<file path="config.mk">
export PLATFORM = sky130hd
export DESIGN_NAME = mddr_init_refresh
export DESIGN_NICKNAME = d
export VERILOG_FILES = /design/src/rtl/mddr_pkg.sv /design/src/rtl/mddr_wait_cnt.sv /design/src/rtl/mddr_init_refresh.sv
export SDC_FILE = /design/constraint.sdc
export NUM_CORES = 1
export LEC_CHECK = 0
export CAP_MARGIN = 10
export CELL_PAD_IN_SITES_DETAIL_PLACEMENT = 1
export CELL_PAD_IN_SITES_GLOBAL_PLACEMENT = 1
export CORE_MARGIN = 5
export CORE_UTILIZATION = 45
export CTS_CLUSTER_SIZE = 28
export DETAILED_ROUTE_END_ITERATION = 16
export PLACE_DENSITY = 0.93
export SLEW_MARGIN = 20
export SYNTH_ARGS = -nofsm -noshare
export SYNTH_HDL_FRONTEND = slang
export SYNTH_HIERARCHICAL = 1
export SYNTH_SLANG_ARGS = --single-unit
export TNS_END_PERCENT = 5
</file>
<file path="constraint.sdc">
create_clock -name CLK_50M -period 5.77 [get_ports CLK_50M]
set_input_delay 1.154 -clock CLK_50M [delete_from_list [all_inputs] [get_ports CLK_50M]]
set_output_delay 1.154 -clock CLK_50M [all_outputs]
set_load 0.1 [all_outputs]
</file>
<file path="src/rtl/mddr_pkg.sv">
// Shared types and command encodings for the mobile-DDR init/refresh sequencer.
package mddr_pkg;

  typedef enum logic [3:0] {
    S_RESET,
    S_PWRUP,
    S_PRE,
    S_REF1,
    S_REF2,
    S_MRS,
    S_EMRS,
    S_IDLE,
    S_RPRE,
    S_RREF,
    S_WAIT
  } state_t;

  // {cs_n, ras_n, cas_n, we_n}
  localparam logic [3:0]  CMD_NOP  = 4'b0111;
  localparam logic [3:0]  CMD_PRE  = 4'b0010;
  localparam logic [3:0]  CMD_AREF = 4'b0001;
  localparam logic [3:0]  CMD_LMR  = 4'b0000;

  localparam logic [1:0]  BA_MR    = 2'b00;
  localparam logic [1:0]  BA_EMR   = 2'b10;

  localparam logic [13:0] A_PRE_ALL = 14'h0400;

endpackage

</file>
<file path="src/rtl/mddr_wait_cnt.sv">
// Loadable down-counter; o_done is high on the last cycle of the loaded wait.
module mddr_wait_cnt #(
  parameter int W = 16
) (
  input  logic         i_clk,
  input  logic         i_rst,
  input  logic         i_load,
  input  logic [W-1:0] i_value,
  output logic         o_done
);

  logic [W-1:0] r_cnt;

  always_ff @(posedge i_clk or posedge i_rst) begin
    if (i_rst) begin
      r_cnt <= '0;
    end else if (i_load) begin
      r_cnt <= i_value;
    end else if (r_cnt != '0) begin
      r_cnt <= r_cnt - 1'b1;
    end
  end

  assign o_done = (r_cnt == W'(1));

endmodule

</file>
<file path="src/rtl/mddr_init_refresh.sv">
// Mobile-DDR command sequencer: power-up init, then periodic auto-refresh
// arbitrated with the read/write controller via ref_req/ref_gnt.
module mddr_init_refresh
  import mddr_pkg::*;
#(
  parameter int          T_POWERUP_CYC = 10000,
  parameter int          T_RP          = 2,
  parameter int          T_RFC         = 6,
  parameter int          T_MRD         = 2,
  parameter int          T_REFI        = 390,
  parameter logic [13:0] MR_VALUE      = 14'h0031,
  parameter logic [13:0] EMR_VALUE     = 14'h0000,
  parameter int          MAX_PEND      = 8
) (
  input  logic        CLK_50M,
  input  logic        rst,
  input  logic        ref_gnt,
  output logic        cke,
  output logic        cs_n,
  output logic        ras_n,
  output logic        cas_n,
  output logic        we_n,
  output logic [13:0] a,
  output logic [1:0]  ba,
  output logic        bus_own,
  output logic        init_done,
  output logic        ref_req,
  output logic        ref_overflow
);

  localparam int CNT_W  = $clog2(T_POWERUP_CYC + T_RFC + 1);
  localparam int TMR_W  = $clog2(T_REFI + 1);
  localparam int PEND_W = $clog2(MAX_PEND + 1);

  state_t              r_state;
  state_t              r_ret;
  logic                r_cke;
  logic [3:0]          r_cmd;
  logic [13:0]         r_a;
  logic [1:0]          r_ba;
  logic                r_bus_own;
  logic                r_init_done;
  logic [TMR_W-1:0]    r_tmr;
  logic [PEND_W-1:0]   r_pend;
  logic                r_ovf;

  logic                w_load;
  logic [CNT_W-1:0]    w_load_val;
  logic                w_done;
  logic                w_tick;
  logic                w_aref;

  // The wait before S_IDLE is one cycle longer: idle entry is itself the next issue slot.
  always_comb begin
    w_load     = 1'b1;
    w_load_val = '0;
    case (r_state)
      S_RESET:        w_load_val = CNT_W'(T_POWERUP_CYC - 1);
      S_PRE, S_RPRE:  w_load_val = CNT_W'(T_RP - 1);
      S_REF1, S_REF2: w_load_val = CNT_W'(T_RFC - 1);
      S_RREF:         w_load_val = CNT_W'(T_RFC);
      S_MRS:          w_load_val = CNT_W'(T_MRD - 1);
      S_EMRS:         w_load_val = CNT_W'(T_MRD);
      default:        w_load     = 1'b0;
    endcase
  end

  mddr_wait_cnt #(.W(CNT_W)) u_wait (
    .i_clk   (CLK_50M),
    .i_rst   (rst),
    .i_load  (w_load),
    .i_value (w_load_val),
    .o_done  (w_done)
  );

  always_ff @(posedge CLK_50M or posedge rst) begin
    if (rst) begin
      r_state     <= S_RESET;
      r_ret       <= S_RESET;
      r_cke       <= 1'b0;
      r_cmd       <= CMD_NOP;
      r_a         <= '0;
      r_ba        <= '0;
      r_bus_own   <= 1'b1;
      r_init_done <= 1'b0;
    end else begin
      r_cke <= 1'b1;
      r_cmd <= CMD_NOP;
      r_a   <= '0;
      r_ba  <= '0;
      case (r_state)
        S_RESET: r_state <= S_PWRUP;
        S_PWRUP: if (w_done) r_state <= S_PRE;
        S_PRE: begin
          r_cmd <= CMD_PRE;  r_a <= A_PRE_ALL;
          r_ret <= S_REF1;   r_state <= S_WAIT;
        end
        S_REF1: begin
          r_cmd <= CMD_AREF; r_ret <= S_REF2; r_state <= S_WAIT;
        end
        S_REF2: begin
          r_cmd <= CMD_AREF; r_ret <= S_MRS;  r_state <= S_WAIT;
        end
        S_MRS: begin
          r_cmd <= CMD_LMR;  r_a <= MR_VALUE;  r_ba <= BA_MR;
          r_ret <= S_EMRS;   r_state <= S_WAIT;
        end
        S_EMRS: begin
          r_cmd <= CMD_LMR;  r_a <= EMR_VALUE; r_ba <= BA_EMR;
          r_ret <= S_IDLE;   r_state <= S_WAIT;
        end
        S_IDLE: begin
          if (ref_gnt && (r_pend != '0)) begin
            r_state   <= S_RPRE;
            r_bus_own <= 1'b1;
          end
        end
        S_RPRE: begin
          r_cmd <= CMD_PRE;  r_a <= A_PRE_ALL;
          r_ret <= S_RREF;   r_state <= S_WAIT;
        end
        S_RREF: begin
          r_cmd <= CMD_AREF; r_ret <= S_IDLE; r_state <= S_WAIT;
        end
        S_WAIT: begin
          if (w_done) begin
            r_state <= r_ret;
            if (r_ret == S_IDLE) begin
              r_bus_own   <= 1'b0;
              r_init_done <= 1'b1;
            end
          end
        end
        default: r_state <= S_RESET;
      endcase
    end
  end

  assign w_aref = (r_state == S_RREF);
  assign w_tick = r_init_done && (r_tmr == TMR_W'(T_REFI - 1));

  // A tick and an AREF in the same cycle cancel out.
  always_ff @(posedge CLK_50M or posedge rst) begin
    if (rst) begin
      r_tmr  <= '0;
      r_pend <= '0;
      r_ovf  <= 1'b0;
    end else begin
      if (w_tick) begin
        r_tmr <= '0;
      end else if (r_init_done) begin
        r_tmr <= r_tmr + 1'b1;
      end
      if (w_tick && !w_aref) begin
        if (r_pend == PEND_W'(MAX_PEND)) r_ovf  <= 1'b1;
        else                             r_pend <= r_pend + 1'b1;
      end else if (w_aref && !w_tick) begin
        r_pend <= r_pend - 1'b1;
      end
    end
  end

  assign cke                        = r_cke;
  assign {cs_n, ras_n, cas_n, we_n} = r_cmd;
  assign a                          = r_a;
  assign ba                         = r_ba;
  assign bus_own                    = r_bus_own;
  assign init_done                  = r_init_done;
  assign ref_req                    = (r_state == S_IDLE) && (r_pend != '0);
  assign ref_overflow               = r_ovf;

endmodule

</file>
==> flow_metrics.tcl <==
set metrics [dict create \
    synth_warnings 6 \
    synth_top_cell_area_share_pct 37.8 \
    start_util_pct 46.1 \
    status "finished, final reports clean" \
    ctsHoldBuffers 0 \
    drv_cap 0 \
    power_density_mw_per_mm2 214 \
    rsz0062_at_grt "no" \
    worstPathArrival_ns 2.69 \
    post-route-util_pct 50.6 \
    hold_viol 0 \
    ios 28 \
    postCtsSetupRepairBufs 0 \
    grt_pass1_wl_um 10700 \
    fp.dieW_um 87.6 \
    viasPerCell 5.65 \
    antenna_found_initial 0 \
    register_area_sq_mm 0.00113 \
    synthSimpleGateAreaFrac_pct 24.3 \
    port_buffers 15 \
    synth-main-ff-cell "dfrtp_1" \
    nNetsFinal 307 \
    drive_gt1_share_pct 8.72 \
    worstMarginPinSlew_ns 0.974 \
    fillCellCount 672 \
    max_slew_margin_pct 34.9 \
    crit_type "flip-flop to output port" \
    vias 2106 \
    antennaDiodeCount 0 \
    netlist_area_sq_mm 0.00271 \
    wirelength_um 6240 \
    netlist_instances 283 \
    place_congestion 0.875 \
    final_common_cell "dfrtp_1" \
    synth_top_family_by_area "simple AND/OR/NAND/NOR gates" \
    cts-root-buf "clkbuf_8" \
    final_area_sq_mm 0.00298 \
    start_kind "flip-flop" \
    drt_iter0_drc 104 \
    grt_usage_pct 17.6 \
    grt_overflow 0 \
    fin_skew_ns 0.00754 \
    worstPathRequired_ns 4.62 \
    fin_crit_ns 3.84 \
    power_leakage_nw 1.31 \
    synth_edf_count 0 \
    clock_sinks 45 \
    end_kind "output port" \
    clk_pin_slew_ns 0.09 \
    fin_crit_sh_pct 66.5 \
    drv_slew 0 \
    power_mw 0.637 \
    drtPass1Iterations 4 \
    hpwl_um 4560 \
    synthDistinctLibCells 67 \
    synth_mux_area_share_pct 2.72 \
    area_growth_pct 9.78 \
    htreeDepth 2 \
    antenna_left 0 \
    placed_area_sq_mm 0.00286 \
    placementRows 28 \
    drcViolationCount 0 \
    avgSynthCellArea_sq_um 9.59 \
    ys_ff_latch 45 \
    final_cell_mix "41 x dfrtp_1, 30 x nand2_1, 20 x nor2_1, 19 x conb_1, 15 x clkdlybuf4s50_1" \
    hp-class "flip-flop to flip-flop" \
    numCtsBuffers 5 \
    core-area_sq_mm 0.00589 \
    grt_max_degree 32 \
    die-area_sq_mm 0.00768 \
    setup_viol 0 \
    grt_pass1_vias 2191 \
    wl_per_cell_um 16.7 \
    synth_seq_area_share_pct 41.7 \
    die_y_um 87.6 \
    synth_adder_area_share_pct 3.87 \
    multi_input_area_sq_mm 0.00143 \
    cts_resized 0 \
    fin_setup_tns_ns 0 \
    irDropWorstVdd_mv 0.123 \
    synth-compound-area-share_pct 14.9 \
    crit_fanout 22 \
    yosysTopAreaCell "dfrtp_1" \
    synthTopCellsByArea "dfrtp_1 38%, buf_4 4.2%, nand2_1 4.2%, dfstp_2 3.9%, ha_1 2.8%" \
    synth_xor_area_share_pct 4.52 \
    async_reset_ff_share_pct 100 \
    clkLatencyLatePin_ns 0.30 \
    cts_tree "built" \
    max_freq_mhz 260 \
    clockBufferDepth 2 \
]
## stage by stage
| step | worst slack (ns) | hold slack (ns) | instances |
|---|---|---|---|
| 2_1_floorplan | 1.62 | 0.473 | 300 |
| 3_3_place_gp | 2.35 | 0.467 | 365 |
| 3_5_place_dp | 2.27 | 0.465 | 365 |
| 4_1_cts | 1.92 | 0.489 | 373 |
| 5_1_grt | 1.77 | 0.536 | 373 |
| 6_report | 1.93 | 0.487 | 373 |
## final timing paths
kind	start	cells past startpoint	slack, ns	to
max in group asynchronous	rst	2	4.14	u_wait/r_cnt[10]
max	r_state[0]	3	1.93	ref_req
min reg2reg	ref_overflow	1	0.49	ref_overflow
min in group asynchronous	rst	2	1.25	u_wait/r_cnt[13]
max reg2reg	u_wait/r_cnt[8]	7	2.89	init_done
min	ref_overflow	1	0.49	ref_overflow
## area by class of cell
| class | count | area share [%] |
|---|---|---|
| Sequential cell | 45 | 38.0 |
| Clock buffer | 7 | 2.90 |
| Inverter | 12 | 1.51 |
| Clock inverter | 1 | 1.01 |
| Multi-Input combinational cell | 217 | 48.2 |
| Tap cell | 75 | 3.15 |
| Timing Repair Buffer | 16 | 5.29 |
## critical path, stage by stage, from the launching register on
cell and delay (ns):
dfrtp_1 0.80, nand2_1 0.21, nor3_1 0.21, clkdlybuf4s50_1 1.17
## logic make-up after synthesis
kind of cell,count (synthesis)
AO/OA/AOI/OAI,59
XOR/XNOR,14
adder cells (fa/ha/maj),8
buffers and inverters,38
flip-flops,45
multiplexers,5
other,2
AND/OR/NAND/NOR,112
## synth_stat cells (4+ instances only)
cell	instances
ha_1	6
clkbuf_1	5
nand4_1	5
inv_1	12
dfstp_2	4
xor2_1	7
nor3_1	11
buf_4	15
o21ai_0	10
dfrtp_1	41
and3_1	5
nor2_1	20
nand2_1	30
xnor2_1	7
buf_2	4
and2_1	4
nand3_1	7
o21ai_1	5
nor2b_1	4
a21oi_1	14
a22o_1	4
## power by group
| part | switching, mW | leakage [nW] | internal, mW | total (mW) |
|---|---|---|---|---|
| registers | 0.00650 | 0.577 | 0.319 | 0.326 |
| clock network | 0.108 | 0.0585 | 0.141 | 0.250 |
| logic | 0.0517 | 0.670 | 0.00948 | 0.0612 |
| total | 0.167 | 1.31 | 0.470 | 0.637 |
## state kept, by name, indices dropped and copies added (netlist names)
signal,flops
u_wait/r_cnt,14
r_tmr,9
r_pend,4
r_ret,4
r_state,4
r_cmd,3
a,2
ba,1
bus_own,1
cke,1
init_done,1
ref_overflow,1
## metal layers
metal	wire length, um	vias up	track usage [%]
met5	0	-	0
met3	206	14	3.48
met1	2660	1047	21.5
met4	105	0	4.88
li1	-	1005	-
met2	3260	40	31.6
Note: power is estimated with default switching activity, not from simulation.
